File: src/rtl/fetch_unit.sv
// Instruction fetch unit: credit-limited request issue, in-order response
// tagging, 2-entry instruction FIFO and redirect flush with response dropping.
module fetch_unit #(
    parameter logic [31:0] RESET_PC = 32'h0000_0000
) (
    input  logic        clk,
    input  logic        reset,
    output logic        imem_req,
    output logic [31:0] imem_addr,
    input  logic        imem_gnt,
    input  logic        imem_rvalid,
    input  logic [31:0] imem_rdata,
    output logic        instr_valid,
    output logic [31:0] instr,
    output logic [31:0] instr_pc,
    input  logic        instr_ready,
    input  logic        redirect,
    input  logic [31:0] redirect_pc
);

    typedef enum logic [1:0] {
        S_BOOT,
        S_RUN,
        S_FLUSH
    } state_t;

    state_t           r_state;
    logic [31:0]      r_fetch_pc;
    logic [1:0][31:0] r_fifo_word;
    logic [1:0][31:0] r_fifo_pc;
    logic [1:0]       r_fcnt;
    logic [1:0][31:0] r_tag;
    logic [1:0]       r_out;
    logic [1:0]       r_drop;

    state_t           w_state_nxt;
    logic [31:0]      w_pc_nxt;
    logic [1:0][31:0] w_word_nxt;
    logic [1:0][31:0] w_fpc_nxt;
    logic [1:0]       w_fcnt_nxt;
    logic [1:0][31:0] w_tag_nxt;
    logic [1:0]       w_out_nxt;
    logic [1:0]       w_drop_nxt;
    logic             w_run;
    logic             w_credit;
    logic             w_hs;
    logic             w_rsp;
    logic             w_pop;
    logic             w_late;

    assign w_run    = (r_state == S_RUN);
    assign w_credit = ({1'b0, r_out} + {1'b0, r_fcnt}) < 3'd2;
    assign imem_req = w_run & ~redirect & w_credit;
    assign imem_addr = r_fetch_pc;
    assign w_hs     = imem_req & imem_gnt;
    assign w_rsp    = w_run & ~redirect & imem_rvalid & (r_out != 2'd0);
    assign instr_valid = (r_fcnt != 2'd0) & ~redirect;
    assign w_pop    = instr_valid & instr_ready;
    assign instr    = r_fifo_word[0];
    assign instr_pc = r_fifo_pc[0];
    // a response landing in the redirect cycle is consumed, not counted
    assign w_late   = imem_rvalid & (r_out != 2'd0);

    always_comb begin
        w_state_nxt = r_state;
        w_pc_nxt    = r_fetch_pc;
        w_word_nxt  = r_fifo_word;
        w_fpc_nxt   = r_fifo_pc;
        w_fcnt_nxt  = r_fcnt;
        w_tag_nxt   = r_tag;
        w_out_nxt   = r_out;
        w_drop_nxt  = r_drop;

        if (w_pop) begin
            w_word_nxt[0] = r_fifo_word[1];
            w_fpc_nxt[0]  = r_fifo_pc[1];
            w_fcnt_nxt    = w_fcnt_nxt - 2'd1;
        end
        if (w_rsp) begin
            w_word_nxt[w_fcnt_nxt[0]] = imem_rdata;
            w_fpc_nxt[w_fcnt_nxt[0]]  = r_tag[0];
            w_fcnt_nxt = w_fcnt_nxt + 2'd1;
            w_tag_nxt[0] = r_tag[1];
            w_out_nxt    = w_out_nxt - 2'd1;
        end
        if (w_hs) begin
            w_tag_nxt[w_out_nxt[0]] = r_fetch_pc;
            w_out_nxt = w_out_nxt + 2'd1;
            w_pc_nxt  = r_fetch_pc + 32'd4;
        end

        case (r_state)
            S_BOOT: w_state_nxt = S_RUN;
            S_RUN: w_state_nxt = S_RUN;
            S_FLUSH: begin
                if (imem_rvalid && r_drop != 2'd0) begin
                    w_drop_nxt = r_drop - 2'd1;
                    if (r_drop == 2'd1) begin
                        w_state_nxt = S_RUN;
                    end
                end
            end
            default: w_state_nxt = S_BOOT;
        endcase

        if (redirect) begin
            w_fcnt_nxt = 2'd0;
            w_out_nxt  = 2'd0;
            w_pc_nxt   = redirect_pc & 32'hFFFF_FFFC;
            if (r_state == S_RUN) begin
                w_drop_nxt = r_out - {1'b0, w_late};
            end else if (r_state != S_FLUSH) begin
                w_drop_nxt = 2'd0;
            end
            w_state_nxt = (w_drop_nxt != 2'd0) ? S_FLUSH : S_RUN;
        end
    end

    always_ff @(posedge clk or negedge reset) begin
        if (!reset) begin
            r_state     <= S_BOOT;
            r_fetch_pc  <= RESET_PC;
            r_fifo_word <= '0;
            r_fifo_pc   <= '0;
            r_fcnt      <= 2'd0;
            r_tag       <= '0;
            r_out       <= 2'd0;
            r_drop      <= 2'd0;
        end else begin
            r_state     <= w_state_nxt;
            r_fetch_pc  <= w_pc_nxt;
            r_fifo_word <= w_word_nxt;
            r_fifo_pc   <= w_fpc_nxt;
            r_fcnt      <= w_fcnt_nxt;
            r_tag       <= w_tag_nxt;
            r_out       <= w_out_nxt;
            r_drop      <= w_drop_nxt;
        end
    end

endmodule

File: config.mk
export PLATFORM = sky130hd
export DESIGN_NAME = fetch_unit
export DESIGN_NICKNAME = d
export VERILOG_FILES = /design/src/rtl/fetch_unit.sv
export SDC_FILE = /design/constraint.sdc
export NUM_CORES = 1
export LEC_CHECK = 0
export BUFFER_PORTS_ARGS = -buffer_cell sky130_fd_sc_hd__buf_2
export CORE_MARGIN = 5
export CORE_UTILIZATION = 40
export DETAILED_ROUTE_END_ITERATION = 10
export PLACE_DENSITY = 0.6
export REMOVE_ABC_BUFFERS = 1
export SLEW_MARGIN = 10
export SYNTH_ARGS = -nofsm -noshare
export SYNTH_HDL_FRONTEND = slang
export SYNTH_SLANG_ARGS = --single-unit
export TNS_END_PERCENT = 10
File: constraint.sdc
create_clock -name clk -period 4 [get_ports clk]
set_input_delay 1.2 -clock clk [delete_from_list [all_inputs] [get_ports clk]]
set_output_delay 1.2 -clock clk [all_outputs]
set_load 0.01 [all_outputs]
# After elaboration in Yosys (flattened, before gate mapping)
# Index checks and enable logic that the tools add are counted.
# word_totals
latchBits	0
mem_bits_rw	0
rom_bits	0
wordCells	82
n_memories	0
reg_bits	232
# classes
reduce_logical	11
add_sub_neg	8
bitwise_logic	9
n_lt_le_gt_ge	5
div_mod_pow	0
n_shift	0
mul	0
muxes	32
eq_ne	6
# op_table
operator	n
$mux W32	10
$bwmux W64	3
$demux W32 S1	2
$add A32 B3 Y32 const B	1
$mux W2	16
$reduce_bool A2 Y1	5
$and A1 B1 Y1	8
$ne A3 B3 Y1 const B	2
$sub A2 B1 Y2 const B	3
$add A2 B1 Y2 const B	2
$eq A2 B1 Y1 const B	2
$lt A1 B2 Y1 const B	2
$pmux W2 S2	1
$add A2 B2 Y3	1
$logic_and A1 B1 Y1	3
$lt A3 B2 Y1 const B	1
$eq A2 B2 Y1 const B	1
$ge A1 B1 Y1 const B	2
$logic_not A2 Y1	1
$ne A2 B2 Y1 const B	1
$reduce_and A2 Y1	1
$reduce_or A2 Y1	1
$sub A2 B1 Y2	1
$not A1 Y1	1

# Logic depth before layout (Yosys ltp)
# Gate-level depths: netlist of the first run.
# depth
ltp_word	11
mapped_depth	11

# Worst setup path before layout of the first run
# OpenSTA, ideal clock, no wires.
# synth_timing
path_kind	input port to flip-flop
startpoint	input redirect
endpoint	register r_fifo_word[32] (netlist name)
setup_time_ns	0.125
cell_stages	8
setup_slack_ns	0.614
arrival_time_ns	3.262
required_time_ns	3.875
cell_sequence	nor3b_1 nand2_1 inv_1 clkbuf_1 ha_1 clkbuf_1 clkbuf_1 mux2_2
# synth_between
elab_chain_len	9
elab_cells_between_ends	13
# synth_lines
element	line_no	text
start, declared	17	input logic redirect,
$not A1 Y1 *	56, 57	
$and A1 B1 Y1	57	assign instr_valid = (r_fcnt != 2'd0) & ~redirect;
$and A1 B1 Y1	58	assign w_pop = instr_valid & instr_ready;
$mux W2	74	if (w_pop) begin
$lt A1 B2 Y1 (not written as such) or $ge A1 B1 Y1 (tied branches)	80	w_word_nxt[w_fcnt_nxt[0]] = imem_rdata;
$logic_and A1 B1 Y1 (not written as such)	80	
$mux W32 (not written as such)	80	
$demux W32 S1	80	
$bwmux W64	80	
end signal, assigned	132	r_fifo_word <= w_word_nxt;
end, declared	29	logic [1:0][31:0] r_fifo_word;
# Every way passes the cells marked *; elsewhere a longest branch is shown, timed or not.
# A chain may end at the register's enable or synchronous reset.

# Worst setup path in the final report of the first run
# layout_timing
startpoint	input redirect
endpoint	output imem_req
# layout_between
elab_chain_len	3
# layout_lines
element	line_no	text
$not A1 Y1	53	assign imem_req = w_run & ~redirect & w_credit;
$and A1 B1 Y1 (2 in series)	53	
end, declared	8	output logic imem_req,
# No other way between the ends.

==> results of run 1 <==
## per-stage QoR
stage               power (mW)  setup WS (ns)
floorplan                 5.50          -3.84
global route              9.56          0.586
CTS                       9.04          0.681
finish                    8.91          0.660
global placement          6.39          0.591
detailed placement        6.49          0.574
## cells by family (layout without fill, tap and decap cells)
logic type,count (synthesis),in the layout
mux,161,161
simple gates,290,290
fa+ha+maj,9,9
compound gates,163,163
xor+xnor,10,10
buf+inv,139,243
flops,228,228
other cells,1,2
## layer usage
metal  track usage [%]  vias up  wire, um
met5                 0        -         0
met4              3.73        0       480
met2              26.4      169     11600
met1              23.6     3702     11900
li1                  -     3608         -
met3              3.35       34      1190
## flip-flops by register name, indices dropped and copies added (netlist names)
name         cells
r_out            2
instr_pc        32
r_fifo_pc       32
instr           32
r_drop           2
r_tag           62
r_state          2
r_fifo_word     32
r_fcnt           2
imem_addr       30
## report_power, final
part	total (mW)	switching (mW)	internal [mW]
registers	3.82	0.595	3.23
clock network	2.51	0.917	1.59
logic	2.58	1.34	1.24
total	8.91	2.86	6.05
## worst max-delay path: stages
cell    delay, ns
buf_2        0.12
or3b_4       0.42
nor3_1       0.21
buf_2        0.18
## area by class of cell
class / instances / area [sq um]
fill: 2505 / 14300
tap: 341 / 427
multi-input combinational: 635 / 4270
timing repair buffer: 183 / 1050
clock inverter: 13 / 219
sequential: 228 / 5710
inverter: 15 / 57.6
clock buffer: 32 / 682
## worst min path at each step
stage,end,cells after the start
after detailed placement,r_tag[45],1
after CTS,r_tag[56],1
after floorplan,r_tag[34],1
final,r_fifo_pc[55],1
after global placement,r_tag[46],1
after global routing,r_fifo_word[39],1
## Yosys cell counts (8+ instances only)
master    number
nor2_1       118
nand4_1        9
ha_1           8
buf_4         67
inv_1         14
a31oi_1       32
dfrtp_1      228
nand3_1       22
nand2_1       97
a21oi_1       71
and3_1         9
mux2_2        95
clkbuf_1      39
buf_2         14
mux2i_1       66
o21ai_0       23
o211ai_1       9
==> results.sh, run 1 <==
export IMPL_synth_main_ff_cell="dfrtp_1"
export IMPL_yosysTopAreaCell="dfrtp_1"
export IMPL_die_x_um=174
export IMPL_fin_util_pct=46.5
export IMPL_r2r_start="r_out[0]"
export IMPL_firstDrtPassIters=4
export IMPL_core_sq_mm=0.0267
export IMPL_synth_seq_cells=228
export IMPL_crit_path_end_kind="primary output"
export IMPL_cts_hold_buffers_added=0
export IMPL_vdd_drop_max_mv=0.286
export IMPL_synth_compound_area_share_pct=9.17
export IMPL_cts_tree="built"
export IMPL_synth_xor_area_share_pct=0.814
export IMPL_synth_cell_types=56
export IMPL_port_buffers=163
export IMPL_first_global_vias=7611
export IMPL_globalplace_congestion=0.778
export IMPL_synth_fa_ha_area_share_pct=1.12
export IMPL_antenna_found_initial=0
export IMPL_rows=60
export IMPL_cp_start_kind="input port"
export IMPL_placed_area_sq_mm=0.0115
export IMPL_reg2reg_depth=9
export IMPL_grt_setup_unrepaired="false"
export IMPL_antennaDiodeCount=0
export IMPL_drt_initial_drc_count=432
export IMPL_clock_root_buffer="clkbuf_16"
export IMPL_drive_gt1_share_pct=30.0
export IMPL_cp_startpoint="redirect"
export IMPL_ys_seq_area_share_pct=53.0
export IMPL_timing_rr_end="r_tag[46]"
export IMPL_overflow=0
export IMPL_grt_usage_pct=16.6
export IMPL_synthArstFlopShare_pct=100
export IMPL_final_cell_mix="dfrtp_1 (228), buf_2 (162), nor2_1 (118)"
export IMPL_clk_path_buf_depth=3
export IMPL_syn_inst=1001
export IMPL_viasPerCell=5.19
export IMPL_drv_slew=0
export IMPL_ant_nets=0
export IMPL_final_nets=1167
export IMPL_ioPinCount=168
export IMPL_p_per_area_mw_per_mm2=718
export IMPL_synthMuxAreaShare_pct=16.1
export IMPL_skew_ns=0.00805
export IMPL_synth_area_per_cell_sq_um=10.7
export IMPL_arrival_ns=2.14
export IMPL_holdCritStartpoint="r_fifo_pc[55]"
export IMPL_post_cts_buffers=0
export IMPL_path_clk_slew_ns=0.06
export IMPL_fin_setup_tns_ns=0
export IMPL_finalInstanceArea_sq_mm=0.0124
export IMPL_status="finished clean"
export IMPL_critPathRequiredTime_ns=2.80
export IMPL_final_common_cell="dfrtp_1"
export IMPL_fmax_mhz=299
export IMPL_dp_cells=1402
export IMPL_die_area_sq_mm=0.0303
export IMPL_path_max_fanout=6
export IMPL_route_detailed_drc=0
export IMPL_grt_pass1_wl_um=41900
export IMPL_synth_edf_count=0
export IMPL_synth_top_cell_area_share_pct=53.0
export IMPL_layout_min_cycle_time_ns=3.34
export IMPL_hold_path_class="reg -> reg"
export IMPL_wire_per_inst_um=17.4
export IMPL_initial_core_util_pct=40.2
export IMPL_relSlewSlack_pct=26.5
export IMPL_yosys_warnings=0
export IMPL_htreeDepth=1
export IMPL_hpwlAfterDp_um=16500
export IMPL_power_leakage_nw=5.82
export IMPL_synth_top_family_by_area="multiplexers"
export IMPL_hold_viol=0
export IMPL_crit_end="imem_req"
export IMPL_r2r_setup_slack_ns=0.77
export IMPL_worstSetupPathType="in -> out"
export IMPL_clock_sinks=228
export IMPL_drt_total_wl_um=25100
export IMPL_vias=7513
export IMPL_setup_viol=0
export IMPL_clkLatencyLatePin_ns=0.51
export IMPL_cts_inserted_buffers=25
export IMPL_synth_top_cells_by_area="dfrtp_1 (53%), mux2_2 (9.9%), mux2i_1 (6.1%)"
export IMPL_tightest_slew_ns=1.10
export IMPL_final_cells=1447
export IMPL_min_period_over_period_pct=83.5
export IMPL_cts_repair_resized=0
export IMPL_die_y_um=174
export IMPL_netlist_area_sq_mm=0.0108
export IMPL_synthSimpleGateAreaFrac_pct=12.2
export IMPL_syn2layout_area_growth_pct=15.4
export IMPL_whs_ns=0.506
export IMPL_cap_viol_max_count=0
export IMPL_grt_max_degree=101
Power figures use the tool's default switching activity.
==> run 2, diff against run 1 <==
Settings changed: PLACE_DENSITY 0.6 to 0.62.
Clock period 4 ns to 2.8 ns, I/O delays scaled along.
==> run 2 against run 1 <==
  * Non-clock buffer count rose by 25
  * First-iteration DRC count rose by 32%
  * Critical endpoint unchanged
  * Final cell count up 1.5%
  * Sequential cell count stayed put
  * Worst hold slack got worse by 0.24 ns
  * Critical path type unchanged
  * Combinational power grew 52%
  * Clock-buffer cell count is 6 higher
  * Largest power group unchanged
  * Sequential share of layout area shrank 0.86 points
  * Largest cell class unchanged
  * Register-to-register slack got worse by 0.62 ns
==> results.sh, run 2 (same netlist as run 1, synthesis figures left out) <==
export IMPL_worstSetupPathType="in -> out"
export IMPL_vdd_drop_max_mv=0.399
export IMPL_vias=7595
export IMPL_cap_viol_max_count=0
export IMPL_final_nets=1192
export IMPL_grt_max_degree=62
export IMPL_hpwlAfterDp_um=17000
export IMPL_largest_register="r_tag"
export IMPL_first_global_vias=7500
export IMPL_ioPinCount=168
export IMPL_drt_initial_drc_count=569
export IMPL_path_max_fanout=7
export IMPL_die_x_um=174
export IMPL_globalplace_congestion=0.806
export IMPL_crit_path_end_kind="primary output"
export IMPL_dp_worst_setup_slack_ns=0.0609
export IMPL_fin_util_pct=47.3
export IMPL_largest_reg_flops=62
export IMPL_cp_depth=4
export IMPL_clock_sinks=228
export IMPL_p_switching_mw=4.12
export IMPL_cts_inserted_buffers=25
export IMPL_final_cell_mix="dfrtp_1 (228), buf_2 (162), nor2_1 (118)"
export IMPL_clkLatencyLatePin_ns=0.51
export IMPL_firstDrtPassIters=5
export IMPL_setup_viol=0
export IMPL_htreeDepth=1
export IMPL_critPathRequiredTime_ns=1.96
export IMPL_p_seq_share_pct=43.3
export IMPL_drv_slew=0
export IMPL_cp_startpoint="redirect"
export IMPL_viasPerCell=5.17
export IMPL_drt_total_wl_um=25700
export IMPL_intPower_mw=8.47
export IMPL_skew_ns=0.0117
export IMPL_placed_area_sq_mm=0.0118
export IMPL_p_sw_share_pct=32.7
export IMPL_grt_pass1_wl_um=41200
export IMPL_final_common_cell="dfrtp_1"
export IMPL_hold_path_class="in -> async"
export IMPL_finalInstanceArea_sq_mm=0.0127
export IMPL_critical_path_slowest_cell="or3b_4"
export IMPL_antennaDiodeCount=0
export IMPL_min_period_over_period_pct=96.0
export IMPL_r2r_setup_slack_ns=0.15
export IMPL_reg2reg_depth=9
export IMPL_cp_start_kind="input port"
export IMPL_fmax_mhz=372
export IMPL_rows=60
export IMPL_fin_ws_ns=0.113
export IMPL_initial_core_util_pct=40.2
export IMPL_pwr_share_clk_pct=25.5
export IMPL_path_delay_family="simple AND/OR/NAND/NOR gates"
export IMPL_antenna_found_initial=0
export IMPL_relSlewSlack_pct=66.1
export IMPL_ant_nets=0
export IMPL_hold_viol=0
export IMPL_path_clk_slew_ns=0.06
export IMPL_wire_per_inst_um=17.5
export IMPL_grt_setup_unrepaired="true"
export IMPL_r2r_start="r_fcnt[0]"
export IMPL_clock_root_buffer="clkbuf_16"
export IMPL_cts_hold_buffers_added=0
export IMPL_drive_gt1_share_pct=31.5
export IMPL_cp_cell_sequence="buf_2 -> or3b_4 -> nor3_2 -> buf_2"
export IMPL_clk_path_buf_depth=3
export IMPL_p_per_area_mw_per_mm2=995
export IMPL_grt_usage_pct=16.5
export IMPL_power_leakage_nw=5.94
export IMPL_cp_num_buf_inv=2
export IMPL_syn2layout_area_growth_pct=17.6
export IMPL_route_detailed_drc=0
export IMPL_die_y_um=174
export IMPL_die_area_sq_mm=0.0303
export IMPL_tightest_slew_ns=0.508
export IMPL_arrival_ns=1.85
export IMPL_core_sq_mm=0.0267
export IMPL_overflow=0
export IMPL_combPwrFrac_pct=31.2
export IMPL_layout_min_cycle_time_ns=2.69
export IMPL_cts_tree="built"
export IMPL_critPathMostFrequentCell="buf_2"
export IMPL_status="finished clean"
export IMPL_crit_end="imem_req"
export IMPL_critPathMaxStageDelay_ns=0.44
export IMPL_port_buffers=163
export IMPL_timing_rr_end="r_tag[45]"
[run 2: cell count changes in the layout (fill, tap and decap cells not counted), sizes merged]
cell and delta:
clkinv -5, bufinv -5, clkbuf +7, buf +24
clkinvlp +1
[run 2: how the worst min path moves through the flow]
stage	slack (ns)	endpoint	cells after the start	startpoint
finish	0.26	instr[2]	1	reset
detailed placement	0.50	r_tag[49]	1	r_tag[49]
global route	0.29	r_fifo_word[34]	1	reset
global placement	0.49	r_fifo_pc[59]	1	r_fifo_pc[59]
CTS	0.27	r_fifo_word[34]	1	reset
floorplan	0.48	r_tag[34]	1	r_tag[34]
[run 2: worst register-to-register path, cell delays in order, from the launching register on]
cell and delay (ns):
dfrtp_1 0.35, inv_1 0.06, nor2_1 0.12, fa_1 0.45, or3b_2 0.50, or2_1 0.25, clkinv_2 0.09, ha_4 0.17
buf_12 0.17, mux2_2 0.37
[run 2: layout make-up]
class	instances	area (sq um)
clock buffers	38	754
clock inverters	4	47.5
fillers	2502	14100
inverters	15	57.6
multi-input cells	635	4290
flip-flops and latches	228	5710
well taps	341	427
repair buffers	208	1370
[run 2: repair_timing]
item	in CTS	in global routing
resized for setup	1	5
gates cloned	0	1
endpoints found under the setup margin	1	35
buffers inserted	1	3
pin swaps	0	2
[run 2: power groups by stage]
stage	Sequential, mW	Combinational [mW]	Clock (mW)
global placement	5.45	3.83	0
floorplan	5.57	2.28	0
detailed placement	5.51	3.93	0
CTS	5.46	3.96	3.31
global route	5.64	4.37	3.45
finish	5.45	3.93	3.21
[run 2: per-layer routing]
layer | track usage (%) | share of wire [%]
met1 | 23.0 | 46
met2 | 26.8 | 47
met3 | 3.33 | 5.7
met4 | 3.70 | 1.7
met5 | 0 | 0
[run 2: stage by stage]
| step | total power, mW | hold slack (ns) | instances | setup TNS (ns) |
|---|---|---|---|---|
| finish | 12.6 | 0.261 | 1469 | 0 |
| detailed placement | 9.44 | 0.495 | 1422 | 0 |
| global placement | 9.28 | 0.488 | 1422 | 0 |
| global route | 13.5 | 0.291 | 1469 | -0.00992 |
| floorplan | 7.85 | 0.481 | 878 | -608.65 |
| CTS | 12.7 | 0.266 | 1465 | 0 |
==> run 3, diff against run 2 <==
Settings changed: PLACE_DENSITY 0.62 to 0.6.
Clock period 2.8 ns to 2.93 ns, I/O delays scaled along.
==> run 3 against run 2 <==
  * Final cell count decreased by 0.27%
  * Clock-buffer cell count increased by 2
  * Sequential power decreased by 4.2%
  * Clock skew about the same
  * Sequential share of layout area increased by 0.28 points
  * Clock power increased by 3%
  * Register-to-register slack improved by 0.07 ns
  * Final area decreased by 0.62%
  * Via count decreased by 0.88%
  * Critical path type is now reg -> out
  * Largest power group unchanged
  * Highest routed layer unchanged
==> results.sh, run 3 (same netlist as run 1, synthesis figures left out) <==
export IMPL_status="finished clean"
export IMPL_port_buffers=163
export IMPL_drv_slew=0
export IMPL_grt_setup_unrepaired="false"
export IMPL_final_cell_mix="dfrtp_1 (228), buf_2 (162), nor2_1 (117)"
export IMPL_post_cts_buffers=0
export IMPL_clock_sinks=228
export IMPL_drt_total_wl_um=25700
export IMPL_vias=7528
export IMPL_hpwlAfterDp_um=17200
export IMPL_critical_path_slowest_cell="fa_1"
export IMPL_largest_register="r_tag"
export IMPL_clkLatencyLatePin_ns=0.52
export IMPL_die_area_sq_mm=0.0303
export IMPL_final_common_cell="dfrtp_1"
export IMPL_path_delay_family="adder cells"
export IMPL_hold_path_class="in -> async"
export IMPL_cp_start_kind="flop"
export IMPL_tightest_slew_ns=0.675
export IMPL_p_per_area_mw_per_mm2=968
export IMPL_skew_ns=0.0116
export IMPL_die_y_um=174
export IMPL_critPathMaxStageDelay_ns=0.48
export IMPL_route_detailed_drc=0
export IMPL_globalplace_congestion=0.861
export IMPL_layout_min_cycle_time_ns=2.75
export IMPL_critPathRequiredTime_ns=2.05
export IMPL_wire_per_inst_um=17.5
export IMPL_worstSetupPathType="reg -> out"
export IMPL_finalInstanceArea_sq_mm=0.0126
export IMPL_drt_initial_drc_count=561
export IMPL_relSlewSlack_pct=54.9
export IMPL_placed_area_sq_mm=0.0117
export IMPL_clock_root_buffer="clkbuf_16"
export IMPL_antenna_found_initial=0
export IMPL_clk_path_buf_depth=3
export IMPL_cap_viol_max_count=0
export IMPL_crit_path_end_kind="primary output"
export IMPL_firstDrtPassIters=5
export IMPL_total_power_mw=12.2
export IMPL_min_period_over_period_pct=93.9
export IMPL_ant_nets=0
export IMPL_grt_max_degree=78
export IMPL_cp_cell_sequence="inv_1 -> nor2_1 -> fa_1 -> nor3_2 -> buf_2"
export IMPL_grt_pass1_wl_um=42000
export IMPL_syn2layout_area_growth_pct=16.9
export IMPL_htreeDepth=1
export IMPL_rows=60
export IMPL_core_sq_mm=0.0267
export IMPL_hold_viol=0
export IMPL_path_max_fanout=4
export IMPL_fmax_mhz=363
export IMPL_ioPinCount=168
export IMPL_overflow=0
export IMPL_drive_gt1_share_pct=31.2
export IMPL_arrival_ns=1.87
export IMPL_path_clk_slew_ns=0.06
export IMPL_cp_num_buf_inv=2
export IMPL_viasPerCell=5.14
export IMPL_die_x_um=174
export IMPL_largest_reg_flops=62
export IMPL_first_global_vias=7531
export IMPL_cts_tree="built"
export IMPL_grt_usage_pct=16.8
export IMPL_antennaDiodeCount=0
export IMPL_setup_viol=0
export IMPL_cts_inserted_buffers=26
export IMPL_fin_util_pct=47.0
export IMPL_power_leakage_nw=5.90
export IMPL_final_nets=1184
export IMPL_vdd_drop_max_mv=0.439
export IMPL_initial_core_util_pct=40.2
## run 3: cell count changes in the layout (fill, tap and decap cells not counted), sizes merged
cell	previous run	this run
clkbuf	39	40
bufinv	1	2
buf	207	199
clkinv	3	5
## run 3: stage by stage
step           worst slack, ns  cells  TNS (ns)  hold slack, ns
2_1_floorplan            -4.59    878   -588.67           0.481
3_3_place_gp            0.0565   1418         0           0.488
3_5_place_dp            0.0499   1418         0           0.495
4_1_cts                0.00941   1465         0           0.365
5_1_grt                 0.0481   1465         0           0.373
6_report                 0.179   1465         0           0.340
## run 3: report_power, final
| group | switching (mW) | total (mW) | internal, mW |
|---|---|---|---|
| combinational | 1.87 | 3.63 | 1.76 |
| clock | 1.28 | 3.31 | 2.04 |
| sequential | 0.819 | 5.22 | 4.41 |
## run 3: layout make-up
class                           count  area (sq um)
Tap cell                          341           427
Multi-Input combinational cell    635          4290
Fill cell                        2529         14200
Timing Repair Buffer              199          1210
Clock buffer                       40           795
Clock inverter                      7          91.3
Sequential cell                   228          5710
Inverter                           15          57.6
## run 3: repair_timing
item,4_1_cts,5_1_grt
hold buffers,0,0
hold endpoints to repair,0,0
pin swaps,0,1
setup endpoints to repair,1,39
gates resized for setup,1,7
## run 3: per-layer routing
layer | up-vias | track usage, % | part of all wire [%]
met3 | 28 | 3.44 | 5.0
met4 | 0 | 3.40 | 1.5
met2 | 176 | 26.8 | 46
met5 | - | 0 | 0
met1 | 3692 | 23.9 | 47
li1 | 3632 | - | -
## run 3: path summary, 6_finish.rpt
kind	start	to	slack [ns]	cells past startpoint
worst max-delay path	r_fcnt[0]	imem_req	0.18	5
worst min-delay path	reset	instr[31]	0.34	1
worst max register to register	r_fcnt[0]	r_tag[39]	0.22	9
worst min register to register	r_fifo_word[35]	r_fifo_word[35]	0.50	1
max in group asynchronous	reset	r_fcnt[0]	1.84	2
min in group clk	r_fifo_word[35]	r_fifo_word[35]	0.50	1
## run 3: worst reg2reg max path, stage by stage, from the launching register on
cell	delay, ns
dfrtp_1	0.38
inv_1	0.12
nor2_1	0.08
fa_1	0.48
or3b_4	0.45
or2_1	0.26
clkinv_2	0.08
ha_2	0.22
buf_8	0.18
mux2_2	0.36
